$ cat src/rtl/sap1_pkg.sv
// Shared definitions for the SAP-1 memory slice.
//   DEFAULT_DATA_WIDTH / DEFAULT_ADDR_WIDTH : default word and address widths
//   RAM_DEPTH                               : word count for the default address width
//   ram_state_t                             : RAM controller states
package sap1_pkg;

  localparam int unsigned DEFAULT_DATA_WIDTH = 8;
  localparam int unsigned DEFAULT_ADDR_WIDTH = 4;
  localparam int unsigned RAM_DEPTH          = 1 << DEFAULT_ADDR_WIDTH;

  typedef enum logic [1:0] {
    CLEAR = 2'd0,
    IDLE  = 2'd1,
    PROG  = 2'd2,
    DONE  = 2'd3
  } ram_state_t;

endpackage

$ cat src/rtl/ram_array.sv
// Storage array for random_access_memory: one synchronous write port and one
// registered read port.
// Optional macro RAM_PARITY_EN: each word carries an even-parity bit written
// alongside the data; a read whose stored word fails parity raises parity_err
// for that one cycle.
// Ports:
//   clk, reset   : clock, synchronous active-high reset (clears read registers only)
//   we/waddr/wdata : write port
//   re/raddr     : read request; rdata holds its value when re is low
//   rdata        : registered read data
//   parity_err   : registered parity mismatch flag (tied 0 without the macro)
module ram_array
  import sap1_pkg::*;
#(
  parameter int unsigned DATA_WIDTH = DEFAULT_DATA_WIDTH,
  parameter int unsigned ADDR_WIDTH = DEFAULT_ADDR_WIDTH
) (
  input  logic                  clk,
  input  logic                  reset,
  input  logic                  we,
  input  logic [ADDR_WIDTH-1:0] waddr,
  input  logic [DATA_WIDTH-1:0] wdata,
  input  logic                  re,
  input  logic [ADDR_WIDTH-1:0] raddr,
  output logic [DATA_WIDTH-1:0] rdata,
  output logic                  parity_err
);

  localparam int unsigned Depth = 1 << ADDR_WIDTH;
`ifdef RAM_PARITY_EN
  localparam int unsigned StoreWidth = DATA_WIDTH + 1;
`else
  localparam int unsigned StoreWidth = DATA_WIDTH;
`endif

  logic [StoreWidth-1:0] mem_q [Depth];
  logic [StoreWidth-1:0] store_word;
  logic [StoreWidth-1:0] read_word;
  logic [DATA_WIDTH-1:0] rdata_q;

`ifdef RAM_PARITY_EN
  // Parity bit sits above the data so the XOR of a healthy word is always 0.
  assign store_word = {^wdata, wdata};
`else
  assign store_word = wdata;
`endif

  assign read_word = mem_q[raddr];

  // Array itself is not reset; the controller zeroes it word by word.
  always_ff @(posedge clk) begin
    if (we) begin
      mem_q[waddr] <= store_word;
    end
  end

  always_ff @(posedge clk) begin
    if (reset) begin
      rdata_q <= '0;
    end else if (re) begin
      rdata_q <= read_word[DATA_WIDTH-1:0];
    end
  end

  assign rdata = rdata_q;

`ifdef RAM_PARITY_EN
  logic parity_err_q;

  always_ff @(posedge clk) begin
    if (reset) begin
      parity_err_q <= 1'b0;
    end else begin
      parity_err_q <= re & (^read_word);
    end
  end

  assign parity_err = parity_err_q;
`else
  assign parity_err = 1'b0;
`endif

endmodule

$ cat src/rtl/random_access_memory.sv
// SAP-1 16x8 program/data RAM sitting behind the memory address register.
// After every reset the controller zeroes the whole array (one word per cycle,
// o_busy high), then serves 1-cycle-latency reads on i_ce, or, on i_prog,
// loads all words in address order from a valid/ready byte stream.
// Optional macro RAM_PARITY_EN: per-word even parity with a read-time error flag.
// Ports:
//   clk, reset                 : clock, synchronous active-high reset
//   i_address, i_ce            : read address and read enable (idle only)
//   o_data, o_data_valid       : registered read data, pulse when o_data updated
//   i_prog                     : program-mode request (wins over i_ce)
//   i_prog_data, i_prog_valid  : loader byte stream
//   o_prog_ready               : loader byte accepted this cycle when valid
//   o_prog_addr                : next address the loader writes
//   o_prog_done                : one-cycle pulse after the last word is written
//   o_busy                     : array clear in progress
//   o_parity_err               : read parity mismatch (0 without the macro)
module random_access_memory
  import sap1_pkg::*;
#(
  parameter int unsigned DATA_WIDTH = DEFAULT_DATA_WIDTH,
  parameter int unsigned ADDR_WIDTH = DEFAULT_ADDR_WIDTH
) (
  input  logic                  clk,
  input  logic                  reset,
  input  logic [ADDR_WIDTH-1:0] i_address,
  input  logic                  i_ce,
  output logic [DATA_WIDTH-1:0] o_data,
  output logic                  o_data_valid,
  input  logic                  i_prog,
  input  logic [DATA_WIDTH-1:0] i_prog_data,
  input  logic                  i_prog_valid,
  output logic                  o_prog_ready,
  output logic [ADDR_WIDTH-1:0] o_prog_addr,
  output logic                  o_prog_done,
  output logic                  o_busy,
  output logic                  o_parity_err
);

  localparam logic [ADDR_WIDTH-1:0] LastAddr = {ADDR_WIDTH{1'b1}};

  ram_state_t            state_q;
  logic [ADDR_WIDTH-1:0] clr_ptr_q;
  logic [ADDR_WIDTH-1:0] prog_addr_q;
  logic                  prog_done_q;
  logic                  busy_q;
  logic                  data_valid_q;

  logic                  we;
  logic [ADDR_WIDTH-1:0] waddr;
  logic [DATA_WIDTH-1:0] wdata;
  logic                  re;
  logic                  prog_accept;

  assign o_prog_ready = (state_q == PROG) && i_prog;
  assign prog_accept  = o_prog_ready && i_prog_valid;
  // Reads only in idle, and a simultaneous program request takes priority.
  assign re           = !reset && (state_q == IDLE) && i_ce && !i_prog;

  always_comb begin
    we    = 1'b0;
    waddr = clr_ptr_q;
    wdata = '0;
    if (!reset) begin
      if (state_q == CLEAR) begin
        we    = 1'b1;
        waddr = clr_ptr_q;
        wdata = '0;
      end else if (prog_accept) begin
        we    = 1'b1;
        waddr = prog_addr_q;
        wdata = i_prog_data;
      end
    end
  end

  always_ff @(posedge clk) begin
    if (reset) begin
      state_q      <= CLEAR;
      clr_ptr_q    <= '0;
      prog_addr_q  <= '0;
      prog_done_q  <= 1'b0;
      busy_q       <= 1'b1;
      data_valid_q <= 1'b0;
    end else begin
      prog_done_q  <= 1'b0;
      data_valid_q <= re;
      unique case (state_q)
        CLEAR: begin
          clr_ptr_q <= clr_ptr_q + 1'b1;
          if (clr_ptr_q == LastAddr) begin
            state_q <= IDLE;
            busy_q  <= 1'b0;
          end
        end
        IDLE: begin
          if (i_prog) begin
            state_q     <= PROG;
            prog_addr_q <= '0;
          end
        end
        PROG: begin
          if (!i_prog) begin
            // Aborted load: keep written words, restart next time at 0.
            state_q     <= IDLE;
            prog_addr_q <= '0;
          end else if (i_prog_valid) begin
            if (prog_addr_q == LastAddr) begin
              prog_done_q <= 1'b1;
              prog_addr_q <= '0;
              state_q     <= DONE;
            end else begin
              prog_addr_q <= prog_addr_q + 1'b1;
            end
          end
        end
        DONE: begin
          if (!i_prog) begin
            state_q <= IDLE;
          end
        end
        default: state_q <= CLEAR;
      endcase
    end
  end

  ram_array #(
    .DATA_WIDTH(DATA_WIDTH),
    .ADDR_WIDTH(ADDR_WIDTH)
  ) u_array (
    .clk       (clk),
    .reset     (reset),
    .we        (we),
    .waddr     (waddr),
    .wdata     (wdata),
    .re        (re),
    .raddr     (i_address),
    .rdata     (o_data),
    .parity_err(o_parity_err)
  );

  assign o_data_valid = data_valid_q;
  assign o_prog_addr  = prog_addr_q;
  assign o_prog_done  = prog_done_q;
  assign o_busy       = busy_q;

endmodule

$ cat config.mk
export PLATFORM = sky130hd
export DESIGN_NAME = random_access_memory
export DESIGN_NICKNAME = d
export VERILOG_FILES = /design/src/rtl/sap1_pkg.sv /design/src/rtl/ram_array.sv /design/src/rtl/random_access_memory.sv
export SDC_FILE = /design/constraint.sdc
export NUM_CORES = 1
export LEC_CHECK = 0
export CORE_ASPECT_RATIO = 0.5
export CORE_MARGIN = 2
export CORE_UTILIZATION = 50
export CTS_CLUSTER_SIZE = 12
export DETAILED_ROUTE_END_ITERATION = 12
export GPL_ROUTABILITY_DRIVEN = 0
export PLACE_DENSITY = 0.74
export SLEW_MARGIN = 15
export SYNTH_ARGS = -nofsm -noshare
export SYNTH_HDL_FRONTEND = slang
export SYNTH_SLANG_ARGS = --single-unit
$ cat constraint.sdc
create_clock -name clk -period 2.4 [get_ports clk]
set_input_delay 0.72 -clock clk [delete_from_list [all_inputs] [get_ports clk]]
set_output_delay 0.72 -clock clk [all_outputs]
set_load 0.02 [all_outputs]
Word level (Yosys, flattened, before mapping):

Memory sizes are Yosys's and may differ from the RTL's. A register that Yosys moved wholly into a read port is not among the register bits.
Index checks and enable logic that the tools add are counted.

* reduce and logical (&&, ||, !) cells: 13
* bitwise logic cells: 3
* $add $sub $neg: 2
* eq/ne operators: 10
* muxes and demuxes: 24

Operator list (number)
* 2-to-1 mux 4 bit: 7
* 2-to-1 mux 8 bit: 3
* 2-to-1 mux 2 bit: 6
* adder 4 x 1 -> 4 bit (second input constant): 2
* == test 4 bit (second input constant): 2
* one-hot mux 2 bit (4 select lines): 1
* one-hot mux 4 bit (2 select lines): 1
* 2-to-1 mux 1 bit: 6
* logical AND 1 bit: 5
* AND reduction 5 bit: 1
* == test 2 bit (second input constant): 2
* inequality test 2 bit (second input constant): 2
* OR reduction 4 bit: 1
* inequality test 3 x 2 -> 1 bit (second input constant): 1
* inequality test 3 bit (second input constant): 1
* inverter 1 bit: 3
* AND reduction 3 bit: 1
* == test 2 x 1 -> 1 bit (second input constant): 1
* logical NOT 1 bit: 2
* logical NOT 2 bit: 1
* inequality test 2 x 1 -> 1 bit (second input constant): 1
* AND reduction 2 bit: 1
* nonzero test 2 bit: 1

* flip-flop bits (word level): 13
* memory bits (writable): 128
* output and inout port bits: 17
* input port bits: 17
* memories: 1
* word-level logic and storage cells: 59

Memories
* u_array.mem_q: words 16, bits a word 8, rd ports 1, clocked after Yosys merged registers in 1, wr ports 1, line ram_array.sv:36 `logic [StoreWidth-1:0] mem_q [Depth];`

Depth between registers and ports, before layout:

Gate-level depths: netlist (run 1).

* word-level depth: 8
* mapped depth: 8
* mapped depth without buffers: 7

By module:

Synthesis (run 1) repeated with hierarchy kept, for this count alone.

* cell total of the unflattened synthesis: 408
* area, all modules: 6145.9 µm²

By module, submodules not included
* ram_array: area an instance 5355.1 µm², instances 1, cells an instance 318
* random_access_memory: area an instance 790.8 µm², instances 1, cells an instance 90

Worst setup path after synthesis (run 1):

Ideal clock, no wire load.

* path kind: input -> register
* start point: input i_prog_valid
* end point: memory u_array.mem_q[11][0] (netlist name) (enable)
* stages on the path: 5
* buffers on the path: 1
* setup slack: -0.191 ns
* arrival: 2.220 ns
* library setup time: 0.370 ns
* path through: clkbuf_1 > nand4b_1 > nor2_1 > mux2_2 > nor2_1

* cells in the longest elaborated chain, start to end: 6
* elaborated cells on any way between the ends: 9

Ends and longest elaborated chain
* from (decl): line random_access_memory.sv:31 `input logic i_prog_valid,`
* logical AND 1 bit (*): line random_access_memory.sv:55 `assign prog_accept = o_prog_ready && i_prog_valid;`
* 2-to-1 mux 1 bit: line random_access_memory.sv:68 `end else if (prog_accept) begin`
* 2-to-1 mux 1 bit: line random_access_memory.sv:64 `if (state_q == CLEAR) begin`
* 2-to-1 mux 1 bit: line random_access_memory.sv:63 `if (!reset) begin`
* 2-to-1 mux 1 bit: line ram_array.sv:52 `if (we) begin`
* 2-to-1 mux 1 bit (not written as such): line ram_array.sv:53 `mem_q[waddr] <= store_word;`
* to (decl): line ram_array.sv:36

Mark *: on every way between the ends. The rest lies on a longest branch, timed or not.

Worst setup path in the final report (run 1):

* start point: input reset
* end point: memory u_array.mem_q[1][7] (netlist name) (enable)

* cells in the longest elaborated chain, start to end: 3
* elaborated cells on any way between the ends: 4

Ends and longest elaborated chain
* from (decl): line random_access_memory.sv:24 `input logic reset,`
* 2-to-1 mux 1 bit: line random_access_memory.sv:63
* 2-to-1 mux 1 bit: line ram_array.sv:52
* 2-to-1 mux 1 bit (not written as such): line ram_array.sv:53

Parallel ways exist; a longest one is shown, timed or not.

==> metrics.md, run 1 <==
| Metric | Value |
|---|---|
| Placed cell count | `606` |
| Failing checks | `negative setup slack` |
| Initial Util | `0.518` |
| Fin crit share | `1.01` |
| Critical Path AT | `2.53 ns` |
| Reg2reg setup slack | `0.11 ns` |
| Status | `complete, but fails checks` |
| Crit path required time | `~2.5 ns` |
| Final Power | `6.05 mW` |
| Drc violations | `0` |
| # hold bufs at CTS | `0` |
| Final ANT Viol Nets | `0` |
| Top_reg_cell synth | `edfxtp_1` |
| Critical Path End | `u_array.mem_q[1][7]` |
| Pre-CTS WS | `-0.502 ns` |
| Core Box Area | `11,900 µm²` |
| CP Max Fanout | `8` |
| Top cells by area, synth | `edfxtp_1 62%, dfxtp_1 6.8%, mux4_2 6.5%` |
| Std-Cell Rows | `28` |
| Worst-Margin Slew | `0.573 ns` |
| Die width | `161 µm` |
| Pint | `between 4 and 5 mW` |
| Final setup skew | `0.00845 ns` |
| Largest family of logic cells by synthesized area | `multiplexers` |
| Sequential-to-total area share from yosys stat | `0.689` |
| Post-synthesis register bit count | `149` |
| Mux share of post-synthesis cell area | `0.154` |
| Synth area leader | `edfxtp_1` |
| Switching share of power | `0.229` |
| Clk_lat worst skew | `around 0.42 ns` |
| Ant diodes | `0` |
| Multi-input combinational cell area | `1860 µm²` |
| Total grt overflow | `0` |
| Setup-failing EPs final | `8` |
| FF/Latch Area | `4270 µm²` |
| Final Hold Viols | `0` |
| Layout cells sized above 1 | `0.313` |
| Min Tclk post-route | `2.42 ns` |
| Final WS setup | `-0.0174 ns` |
| Share of the synthesized area in the top cell type | `0.621` |
| Leakage | `2.93 nW` |
| Post-route cell area | `8000 µm²` |
| Initial antenna violation count | `0` |
| R2R depth | `7` |
| Slew Limit Fails | `0` |
| Worst Hold Class | `register to register` |
| Synth Area in Compound Gates | `0.0402` |
| Nets@finish | `490` |
| HP Start | `o_busy` |
| Relative slew slack | `0.617` |
| Most common cell in the netlist | `edfxtp_1` |
| First-pass iteration count of the detailed router | `5` |
| Clk root buf | `clkbuf_16` |
| Sw Pwr | `~1.4 mW` |
| Pwr dens | `756 nW/µm²` |
| RR Startpoint | `state_q[1]` |
| Vias in the first global route | `3,883` |
| FMAX | `414 MHz` |
| Post-DP Area | `around 7300 µm²` |
| Synth Area per Inst | `approximately 17 µm²` |
| Post-synth EDFFs | `128` |
| Reg2reg end | `u_array.mem_q[1][7]` |
| Max VDD drop | `0.659 mV` |
| Distinct cell type count after synthesis | `49` |
| DRT iter0 DRCs | `365` |
| CTS tree | `done` |
| First-pass GRT wire length | `22,500 µm` |
| Max Cap Violations | `0` |
| Adder-cell share of the synthesized area | `0.0141` |
| Port Buffer Count | `32` |
| Via Count | `3,880` |
| GR Util All Layers | `0.239` |
| Num CTS Buffers | `17` |
| DR WL/cell | `23.3 µm` |
| Clk buf depth | `2` |
| Simple-gate share of the synthesized area | `0.0742` |
| RSZ-0062 raised after global routing | `yes` |
| Worst setup EP type | `register` |
| Layout Cells excl Fill | `644` |
| Synth Cell Area | `6190 µm²` |
| CP Class | `primary input to register` |
| Die Area | `between 10,000 and 15,000 µm²` |
| Setup TNS | `-0.105 ns` |
| Logic pwr share | `0.085` |
| Post-DP HPWL | `9460 µm` |
| Die Span Y | `82.7 µm` |
| Fin util | `0.669` |
| Hold Slack | `0.461 ns` |
| H-tree depth | `4` |
| Commonest cells post-synth | `128 x edfxtp_1, 32 x nor2_1, 21 x dfxtp_1` |
| CTS sink cnt | `around 150` |
| XOR/XNOR share of the synthesized area | `0.00424` |
| IO Count | `34` |
| Clk slew on worst S/H paths | `around 0.060 ns` |
| Register share of total power | `0.478` |
| Launch point of the worst path | `reset` |
| Area delta synth->final | `29.1%` |
| Startpoint types | `primary input` |
| Largest net degree at the start of global routing | `31` |
| Detailed Route WL | `15,000 µm` |
| # fillers | `between 700 and 800` |
| Yosys warns | `0` |
| Post-synth ARST share | `0` |
| Synthesized Nets | `388` |
| Cells after Synth | `364` |
| Vias per cell | `6.02` |
| Clock Power Share | `0.438` |
power by group through the flow:
| stage | Clock [mW] | Combinational [mW] | Sequential (mW) |
|---|---|---|---|
| global placement | 0 | 0.451 | 2.94 |
| global route | 2.79 | 0.548 | 2.90 |
| floorplan | 0 | 0.270 | 2.93 |
| CTS | 2.68 | 0.491 | 2.89 |
| detailed placement | 0 | 0.474 | 2.94 |
| finish | 2.65 | 0.513 | 2.89 |
registers in the layout (all words and copies together) (netlist names):
register,count
clr_ptr_q,4
o_busy,1
o_data_valid,1
o_prog_addr,4
o_prog_done,1
state_q,2
u_array.mem_q,128
u_array.rdata,8
repair_timing:
action                                  4_1_cts  5_1_grt
endpoints found under the setup margin      109      108
hold endpoints to repair                      0        0
buffers inserted                              1        5
pin swaps                                     1        2
resized for setup                            13       16
metal layers:
layer | share of wire | GRT usage
met2 | 0.49 | 0.391
met5 | 0 | 0
met1 | 0.43 | 0.315
met4 | 0.016 | 0.0875
met3 | 0.064 | 0.0634
cells by family after synthesis:
kind of cell,Yosys count
AND/OR/NAND/NOR,90
multiplexers,49
AO/OA/AOI/OAI,37
flip-flops,149
buffers and inverters,28
adder cells (fa/ha/maj),7
other,1
XOR/XNOR,3
placed cells by master (no fill, tap or decap), types with 2 or more instances in the layout:
master / Yosys / layout
edfxtp_1: 128 / 128
buf_4: 1 / 55
clkdlybuf4s50_1: 0 / 29
nor2_1: 32 / 24
dfxtp_1: 21 / 20
mux4_2: 18 / 18
clkbuf_16: 0 / 17
mux4_1: 14 / 14
buf_12: 1 / 14
nand2_1: 12 / 12
a21oi_1: 12 / 11
and3_1: 10 / 10
mux2i_1: 10 / 9
nor2_2: 0 / 8
inv_1: 8 / 7
nand2b_1: 7 / 7
mux2_2: 6 / 6
nand3_1: 6 / 6
a221o_1: 6 / 6
ha_1: 7 / 6
inv_6: 0 / 6
nand4_1: 5 / 5
o21ai_2: 0 / 3
o21ai_0: 6 / 3
or3_1: 3 / 3
a31oi_2: 0 / 2
nor3_1: 3 / 2
a211oi_1: 2 / 2
nor2b_1: 2 / 2
a22oi_1: 2 / 2
xor2_1: 2 / 2
inv_8: 0 / 2
bufinv_16: 0 / 2
clkinv_4: 0 / 2
buf_6: 2 / 2
area by class of cell:
class	count	share of cell area
sequential	149	0.533
multi-input combinational	187	0.233
timing repair buffer	103	0.130
clock buffer	18	0.0537
tap	165	0.0258
clock inverter	14	0.0205
inverter	8	0.00376
critical path, stage by stage:
cell and delay, ns:
clkdlybuf4s50_1 0.46, nand4b_1 0.29, nor2_2 0.24, buf_4 0.16
a31oi_2 0.20, nor2_2 0.22, buf_4 0.23
worst min-delay path by stage:
| stage | end | depth (start not counted) |
|---|---|---|
| 3_3_place_gp | u_array.rdata[4] | 2 |
| 2_1_floorplan | state_q[1] | 2 |
| 3_5_place_dp | o_busy | 1 |
| 4_1_cts | o_busy | 1 |
| 5_1_grt | o_busy | 1 |
| 6_report | o_busy | 1 |
(Power assumes the default switching activity.)
==> inputs of run 2 (changes only) <==
--- a/config.mk
+++ b/config.mk
@@ -5,7 +5,7 @@
 export SDC_FILE = /design/constraint.sdc
 export NUM_CORES = 1
 export LEC_CHECK = 0
-export CORE_ASPECT_RATIO = 0.5
+export CORE_ASPECT_RATIO = 0.9
 export CORE_MARGIN = 2
 export CORE_UTILIZATION = 50
 export CTS_CLUSTER_SIZE = 12
==> constraint.sdc (replaced) <==
create_clock -name clk -period 2 [get_ports clk]
set_input_delay 0.6 -clock clk [delete_from_list [all_inputs] [get_ports clk]]
set_output_delay 0.6 -clock clk [all_outputs]
set_load 0.1 [all_outputs]
==> metrics.md, run 2 (same netlist as run 1, synthesis figures left out) <==
| Metric | Value |
|---|---|
| Total grt overflow | `0` |
| Die width | `121 µm` |
| Final Hold Viols | `0` |
| Clock Power Share | `0.405` |
| Min Tclk post-route | `2.04 ns` |
| Logic pwr share | `0.114` |
| Sw Pwr | `1.60 mW` |
| Num CTS Buffers | `17` |
| IO Count | `34` |
| Clk buf depth | `2` |
| Largest net degree at the start of global routing | `17` |
| DR WL/cell | `23.8 µm` |
| Area delta synth->final | `38.3%` |
| Slew Limit Fails | `0` |
| DRT iter0 DRCs | `between 400 and 500` |
| Detailed Route WL | `roughly 15,000 µm` |
| Nets@finish | `494` |
| Std-Cell Rows | `38` |
| CTS sink cnt | `around 150` |
| Largest reg by FF count | `u_array.mem_q` |
| First-pass GRT wire length | `22,600 µm` |
| Pre-CTS WS | `-0.678 ns` |
| Startpoint types | `register` |
| Post-DP Area | `7620 µm²` |
| Worst setup EP type | `register` |
| Pint | `5.63 mW` |
| Critical Path AT | `2.17 ns` |
| Final ANT Viol Nets | `0` |
| Setup-failing EPs final | `20` |
| Final Power | `7.23 mW` |
| Fin crit share | `1.02` |
| Max FFs per register | `roughly 130` |
| Drc violations | `0` |
| Clk_lat worst skew | `0.42 ns` |
| Core Box Area | `12,100 µm²` |
| CTS tree | `done` |
| Post-DP HPWL | `between 9000 and 10,000 µm` |
| Max VDD drop | `0.578 mV` |
| Crit path required time | `2.13 ns` |
| Vias in the first global route | `3,847` |
| Pwr dens | `between 800 and 900 nW/µm²` |
| Clk slew on worst S/H paths | `0.06 ns` |
| RSZ-0062 raised after global routing | `yes` |
| Max Cap Violations | `0` |
| CP Max Fanout | `8` |
| Switching share of power | `0.222` |
| Ant diodes | `0` |
| Final WS setup | `-0.0448 ns` |
| Initial antenna violation count | `0` |
| Failing checks | `negative setup slack` |
| Worst Hold Class | `register to register` |
| Die Span Y | `110 µm` |
| Setup TNS | `-0.499 ns` |
| Leakage | `3.10 nW` |
| H-tree depth | `4` |
| CP Class | `register to register` |
| Via Count | `3,774` |
| Status | `complete, but fails checks` |
| Final setup skew | `0.00687 ns` |
| Clk root buf | `clkbuf_16` |
| Worst-Margin Slew | `0.591 ns` |
| Fin util | `0.709` |
| Register share of total power | `0.481` |
| First-pass iteration count of the detailed router | `5` |
| Layout cells sized above 1 | `0.404` |
| Most common cell after layout, fill and taps aside | `edfxtp_1` |
| Port Buffer Count | `32` |
| Die Area | `13,300 µm²` |
| GR Util All Layers | `0.243` |
| Post-route cell area | `8570 µm²` |
| FMAX | `approximately 500 MHz` |
| Initial Util | `0.513` |
| Relative slew slack | `0.606` |
| Most frequent cells in the layout | `128 x edfxtp_1, 42 x buf_4, 40 x buf_12, 18 x mux4_2, 17 x clkbuf_16` |
| Vias per cell | `5.87` |
==> run 2: changes by cell type in the layout (fill, tap and decap cells not counted), moves of 10 or more <==
cell / change
nor2_4: +16
clkdlybuf4s50_1: -19
buf_4: -13
buf_12: +26
nor2_1: -10
==> run 2: routing by layer <==
layer,track usage,routed length [µm]
met5,0,0
met4,0.0829,289
met3,0.0571,773
met2,0.416,7960
met1,0.309,6270
==> run 2: timing repair <==
action / in CTS / in global routing
setup buffers: 14 / 2
endpoints found under the setup margin: 185 / 177
hold buffers: 0 / 0
gates cloned: 2 / 0
gates resized for setup: 23 / 21
pin swaps: 9 / 9
==> run 2: layout make-up <==
class	count	area, µm²
tap	160	200
multi-input combinational	187	2100
fill	723	3510
inverter	8	36.3
timing repair buffer	107	1410
clock buffer	27	493
clock inverter	5	52.6
sequential	149	4270
==> run 2: worst paths after layout <==
kind | start | end | slack [ns] | depth (start not counted)
worst max-delay path | state_q[0] | u_array.mem_q[2][2] | -0.04 | 8
worst min-delay path | u_array.rdata[7] | u_array.rdata[7] | 0.50 | 2
worst max register to register | state_q[0] | u_array.mem_q[2][2] | -0.04 | 8
worst min register to register | u_array.rdata[7] | u_array.rdata[7] | 0.50 | 2
==> run 2: stage by stage <==
step	instances	hold WS, ns
global route	643	0.518
floorplan	364	0.484
detailed placement	593	0.493
global placement	593	0.499
CTS	641	0.500
finish	643	0.498
==> run 2: critical path, cell delays in order (launching register included) <==
cell and delay (ns):
dfxtp_2 0.35, inv_4 0.05, ha_4 0.17, and4b_2 0.33
a211oi_2 0.29, o21ai_2 0.11, buf_12 0.15, nor2_4 0.13
buf_12 0.15
==> run 2: power by group through the flow <==
stage / registers, mW / logic [mW] / clock network (mW)
2_1_floorplan: 3.54 / 0.415 / 0
3_3_place_gp: 3.53 / 0.672 / 0
3_5_place_dp: 3.54 / 0.691 / 0
4_1_cts: 3.48 / 0.794 / 2.95
5_1_grt: 3.48 / 0.867 / 3.09
6_report: 3.48 / 0.824 / 2.93
==> RTL edit 1 (flow settings as in run 2) <==
`DEFAULT_DATA_WIDTH`: 8 -> 7.
--- a/src/rtl/sap1_pkg.sv
+++ b/src/rtl/sap1_pkg.sv
@@ -4,7 +4,7 @@
 //   ram_state_t                             : RAM controller states
 package sap1_pkg;
 
-  localparam int unsigned DEFAULT_DATA_WIDTH = 8;
+  localparam int unsigned DEFAULT_DATA_WIDTH = 7;
   localparam int unsigned DEFAULT_ADDR_WIDTH = 4;
   localparam int unsigned RAM_DEPTH          = 1 << DEFAULT_ADDR_WIDTH;
 
Ports: changed (resized i_prog_data and o_data); port bits go from 34 to 32. No check against the original RTL was run, so the function may have changed too.
==> RTL edit 1 against run 2 <==
Power is 4.0% lower; worst setup slack better by 68 ps; hold slack better by 25 ps; sequential cell count is 17 lower; final area is 13% lower; clock skew is 4.2 ps higher; die area is 11% lower; wire length is 17% lower; critical path type is now register to primary output; area after synthesis is 11% lower.
==> RTL edit 1: results (changes against run 2) <==
clock_network:
  clock_path_buffers: 2  # unchanged
  clk_latency_ps: 420  # about the same
  cts-htree-levels: 4  # unchanged
  path_clk_slew_ps: 60  # about the same
  cts_buffers: 17  # unchanged
status:
  status: "complete, no violations"
logic_synthesis:
  syn-num-nets: 357  # -8.0%
  netlist.area_leader.share: 0.610  # -0.0112
  synth_warnings: 0  # unchanged
  synth_edf_count: 112  # -13%
  seq_area_frac_synth: 0.682  # -0.00654
  synth_common_cells: "edfxtp_1 (112), nor2_1 (26), dfxtp_1 (20), mux4_2 (20), a21oi_1 (12)"
  ys_top_cells_by_area: "edfxtp_1 (61%), mux4_2 (8.2%), dfxtp_1 (7.3%)"
  async_flop_share: 0  # unchanged
  syn_avg_cell_area_um2: 16.5  # -2.9%
worst_setup_path:
  r2r_end: "u_array.mem_q[11][3]"
  crit_path_max_fanout: 5  # -3
  r2r_start: "state_q[1]"
  critPathArrivalTime_ps: 1380  # -790 ps
  r2r_slack_ps: 50  # +90 ps
  r2r_cells: 6  # -2
finish:
  diodes: 0  # unchanged
  layout-drive-gt1-share: 0.393  # -0.0110
  largest_register_ffs: 112  # -13%
  num-nets-final: 448  # -9.3%
  largest-register: "u_array.mem_q"
place:
  postPlaceCellArea_mm2: 0.00668  # -12%
  pre_cts_slack_ps: -674  # +3.87 ps
  dp_hpwl_um: 8280  # -8.0%
  portBuffers: 30  # -6.3%
  dp_cells: 534  # -9.9%
global_route:
  grt_pass1_wl_um: 19600  # -13%
  antenna_found_initial: 0  # unchanged
  first_global_vias: 3353  # -13%
  grt_usage: 0.232  # -0.0114
drt:
  wl_per_cell_um: 22.2  # -6.7%
  viasPerCell: 5.77  # -1.7%
  drt-total-wl_um: 12700  # -17%
  drt_iter0_drc: 268  # -41%
  dr.pass1.iters: 4  # -1
pwr:
  vdd_ir_drop_max_v: 0.000642  # +11%
  internal-power_mw: 5.39  # -4.3%
  leakage_nw: 2.69  # -13%
hold_path:
  hp-start: "o_busy"
  hold_depth: 1  # -1
  hold_path_end: "o_busy"
sta:
  final-max-slew-violation-count: 0  # unchanged
  hold_slack_ps: 523  # +25.1 ps
  skew_ps: 11.1  # +4.23 ps
[RTL edit 1: cell count changes after synthesis, moves of 3 or more]
cell | before | now
a2bb2oi_1 | 0 | 3
mux2i_1 | 10 | 6
nand2_1 | 12 | 9
mux4_1 | 14 | 8
buf_2 | 5 | 8
edfxtp_1 | 128 | 112
clkbuf_1 | 10 | 6
nor2_1 | 32 | 26
a22o_1 | 1 | 4
a221o_1 | 6 | 3
o21ai_0 | 6 | 9
[RTL edit 1: power by group through the flow]
stage	sequential [mW]	clock, mW	combinational [mW]
3_5_place_dp	3.13	0	0.583
3_3_place_gp	3.13	0	0.571
6_report	3.08	3.23	0.629
5_1_grt	3.09	3.39	0.674
4_1_cts	3.08	3.27	0.606
2_1_floorplan	3.14	0	0.355
[RTL edit 1: worst max path at each step]
stage | end | cells past startpoint | from | slack, ps
2_1_floorplan | u_array.mem_q[3][0] | 5 | reset | -100
3_3_place_gp | u_array.mem_q[0][2] | 6 | i_prog | -630
3_5_place_dp | u_array.mem_q[0][2] | 5 | reset | -670
4_1_cts | o_prog_ready | 6 | state_q[0] | -60
5_1_grt | u_array.mem_q[1][0] | 8 | state_q[0] | -60
6_report | o_prog_ready | 6 | state_q[0] | 20
[RTL edit 1: cell type report]
cell class / instances / area, um^2
well taps: 133 / 166
flip-flops and latches: 132 / 3770
inverters: 9 / 38.8
repair buffers: 91 / 1040
fillers: 690 / 3360
multi-input cells: 174 / 1810
clock buffers: 17 / 425
clock inverters: 15 / 188
[RTL edit 1: what timing repair did]
| action | in CTS | in global routing |
|---|---|---|
| setup endpoints to repair | 116 | 108 |
| gates resized for setup | 15 | 14 |
| setup buffers | 3 | 2 |
| pin swaps | 6 | 8 |
[RTL edit 1: layer usage]
layer / global-route usage / up-vias / part of all wire
met5: 0 / - / 0
met4: 0.0972 / 0 / 0.020
met3: 0.0585 / 18 / 0.068
met2: 0.345 / 115 / 0.49
met1: 0.327 / 1646 / 0.42
li1: - / 1516 / -
[RTL edit 1: critical path: stages, from the launching register on]
cell and delay [ps]:
dfxtp_2 360, inv_4 50, ha_4 170, buf_6 130, nand2_4 70, inv_4 40, buf_12 150
[RTL edit 1: kinds of logic after synthesis]
family / after synthesis / share of synthesized area
flops: 132 / 0.682
simple gates: 80 / 0.0764
compound gates: 45 / 0.0547
mux: 38 / 0.139
buf+inv: 28 / 0.0268
fa+ha+maj: 7 / 0.0159
xor+xnor: 3 / 0.00476
other cells: 1 / 0.000680
==> RTL edit 2 (flow settings as in run 2) <==
Made on the original files. Encoding of `ram_state_t`: now one-hot (4 bits for 4 states).
--- a/src/rtl/sap1_pkg.sv
+++ b/src/rtl/sap1_pkg.sv
@@ -8,11 +8,11 @@
   localparam int unsigned DEFAULT_ADDR_WIDTH = 4;
   localparam int unsigned RAM_DEPTH          = 1 << DEFAULT_ADDR_WIDTH;
 
-  typedef enum logic [1:0] {
-    CLEAR = 2'd0,
-    IDLE  = 2'd1,
-    PROG  = 2'd2,
-    DONE  = 2'd3
+  typedef enum logic [3:0] {
+    CLEAR = 4'b0001,
+    IDLE  = 4'b0010,
+    PROG  = 4'b0100,
+    DONE  = 4'b1000
   } ram_state_t;
 
 endpackage
Behaviour: same outputs for any inputs over 10 cycles, from zero or initial values and one cycle with reset high; not proved beyond that.
==> RTL edit 2 against run 2 <==
The run still ends with negative setup slack left; wire length is 8.5% lower; die area shrank 0.12%; sequential share of layout area up 2.7 points; final area shrank 4.4%; hold slack gained 51 ps; area after synthesis down 0.12%; utilization fell by 3.1 points; fmax fell by 14%; via count is 4.2% lower; worst setup slack got worse by 340 ps; sequential cell count is 2 higher.
Power is not compared: it rests on default switching activity, and its combinational part moved more than twofold at a synthesized area within 25%.
==> RTL edit 2: results (changes against run 2) <==
logic_synthesis:
  synth-compound-area-share: 0.0392  # -0.000963
  ys_top_cells_by_area: "edfxtp_1 (62%), mux4_2 (12%), dfxtp_1 (7.4%)"
  syn-num-nets: 374  # -3.6%
  synth.distinct_cells: 46  # -6.1%
  synthAdderAreaFrac: 0.00405  # -0.0101
  synth_common_cells: "edfxtp_1 (128), mux4_2 (32), nor2_1 (27)"
  synthMuxAreaShare: 0.151  # -0.00366
  syn_inst: 355  # -2.5%
  synthXorXnorAreaFrac: 0.00708  # +0.00284
  synth_edf_count: 128  # unchanged
  seq_area_frac_synth: 0.696  # +0.00731
drt:
  wl_per_cell_um: 23.0  # -3.1%
  dr.pass1.iters: 5  # unchanged
  viasPerCell: 5.96  # +1.5%
  drt_iter0_drc: 381  # -16%
status:
  status: "complete, but fails checks"
  violations: "negative setup slack"
finish:
  stdcell_count: 607  # -5.6%
  diodes: 0  # unchanged
  num-nets-final: 453  # -8.3%
  layout-drive-gt1-share: 0.387  # -0.0167
global_route:
  antenna_found_initial: 0  # unchanged
  first_global_vias: 3670  # -4.6%
  grt_max_degree: 26  # +9
  grt_pass1_wl_um: 21400  # -5.2%
  grt_usage: 0.229  # -0.0145
sta:
  fin_ws_ps: -380  # -336 ps
  setup_violations: 264  # +1200%
  skew_ps: 10.7  # +3.84 ps
  setup_tns_ps: -47110  # -46610 ps
worst_setup_path:
  slowest_stage: "or4b_4"
  startpoint: "state_q[3]"
  slowest_delay_ps: 570  # +220 ps
  critPathArrivalTime_ps: 2470  # +300 ps
place:
  postPlaceCellArea_mm2: 0.00732  # -4.0%
  dp_hpwl_um: 8610  # -4.4%
  dp_cells: 562  # -5.2%
pwr:
  vdd_ir_drop_max_v: 0.000613
hold_path:
  hp-start: "o_busy"
==> RTL edit 2: cell count changes in the layout (fill, tap and decap cells not counted), moves of 5 or more <==
cell      before  now
buf_4         42   27
mux4_1        14    0
mux4_2        18   32
buf_12        40   28
mux2i_1        8   18
nand3b_1       1   11
and2_4         0    8
o221ai_1       0    8
and3_1         9    2
a221o_1        6    0
nand2b_1       7    1
clkbuf_1       7    2
dfxtp_1       15   20
mux2_2         5    0
==> RTL edit 2: stage by stage <==
stage	setup WS [ps]	utilization	power [mW]
after floorplan	-823	-	3.67
after detailed placement	-1170	0.606	3.80
after global routing	-447	0.678	7.10
after CTS	-362	0.674	6.93
final	-380	0.678	6.92
after global placement	-1150	0.606	3.80
==> RTL edit 2: worst paths after layout <==
path / end / slack (ps) / cells after the start
hold reg to reg: o_busy / 550 / 1
hold / removal: o_busy / 550 / 1
setup / recovery: u_array.mem_q[15][5] / -380 / 5
setup reg to reg: u_array.mem_q[15][5] / -380 / 5
==> RTL edit 2: report_power, final <==
group / switching (mW) / internal (mW)
registers: 0.0200 / 3.40
logic: 0.174 / 0.181
clock network: 1.22 / 1.92
total: 1.42 / 5.50
==> RTL edit 2: cells by family after synthesis <==
kind of cell               Yosys count
buffers and inverters               26
and+or+nand+nor                     86
AOI/OAI and AO/OA                   31
other                                1
DFF                                151
adders and majority gates            2
muxes                               53
xor gates and xnor gates             5
==> RTL edit 2: critical path, delay by kind of cell, from the launching register on <==
| kind | cells | cell delay, ps |
|---|---|---|
| muxes | 1 | 380 |
| buffers and inverters | 1 | 210 |
| DFF | 1 | 310 |
| and+or+nand+nor | 3 | 1150 |
==> RTL edit 2: timing repair <==
item	in CTS	in global routing
gates resized for setup	34	6
hold buffers	0	0
endpoints found under the setup margin	257	265
setup buffers	15	6
pin swaps	17	13
==> RTL edit 2: final cells by class <==
cell class | instances | area [um^2]
inverters | 3 | 11.3
multi-input cells | 178 | 2010
clock inverters | 8 | 57.6
flip-flops and latches | 151 | 4310
clock buffers | 24 | 547
well taps | 160 | 200
fillers | 774 | 3880
repair buffers | 83 | 1060
==> RTL edit 2: per-layer routing <==
layer | GRT usage | share of wire | up-vias
met5 | 0 | 0 | -
met4 | 0.0878 | 0.022 | 0
met3 | 0.0633 | 0.062 | 21
met2 | 0.362 | 0.49 | 139
met1 | 0.305 | 0.42 | 1872
li1 | - | - | 1583
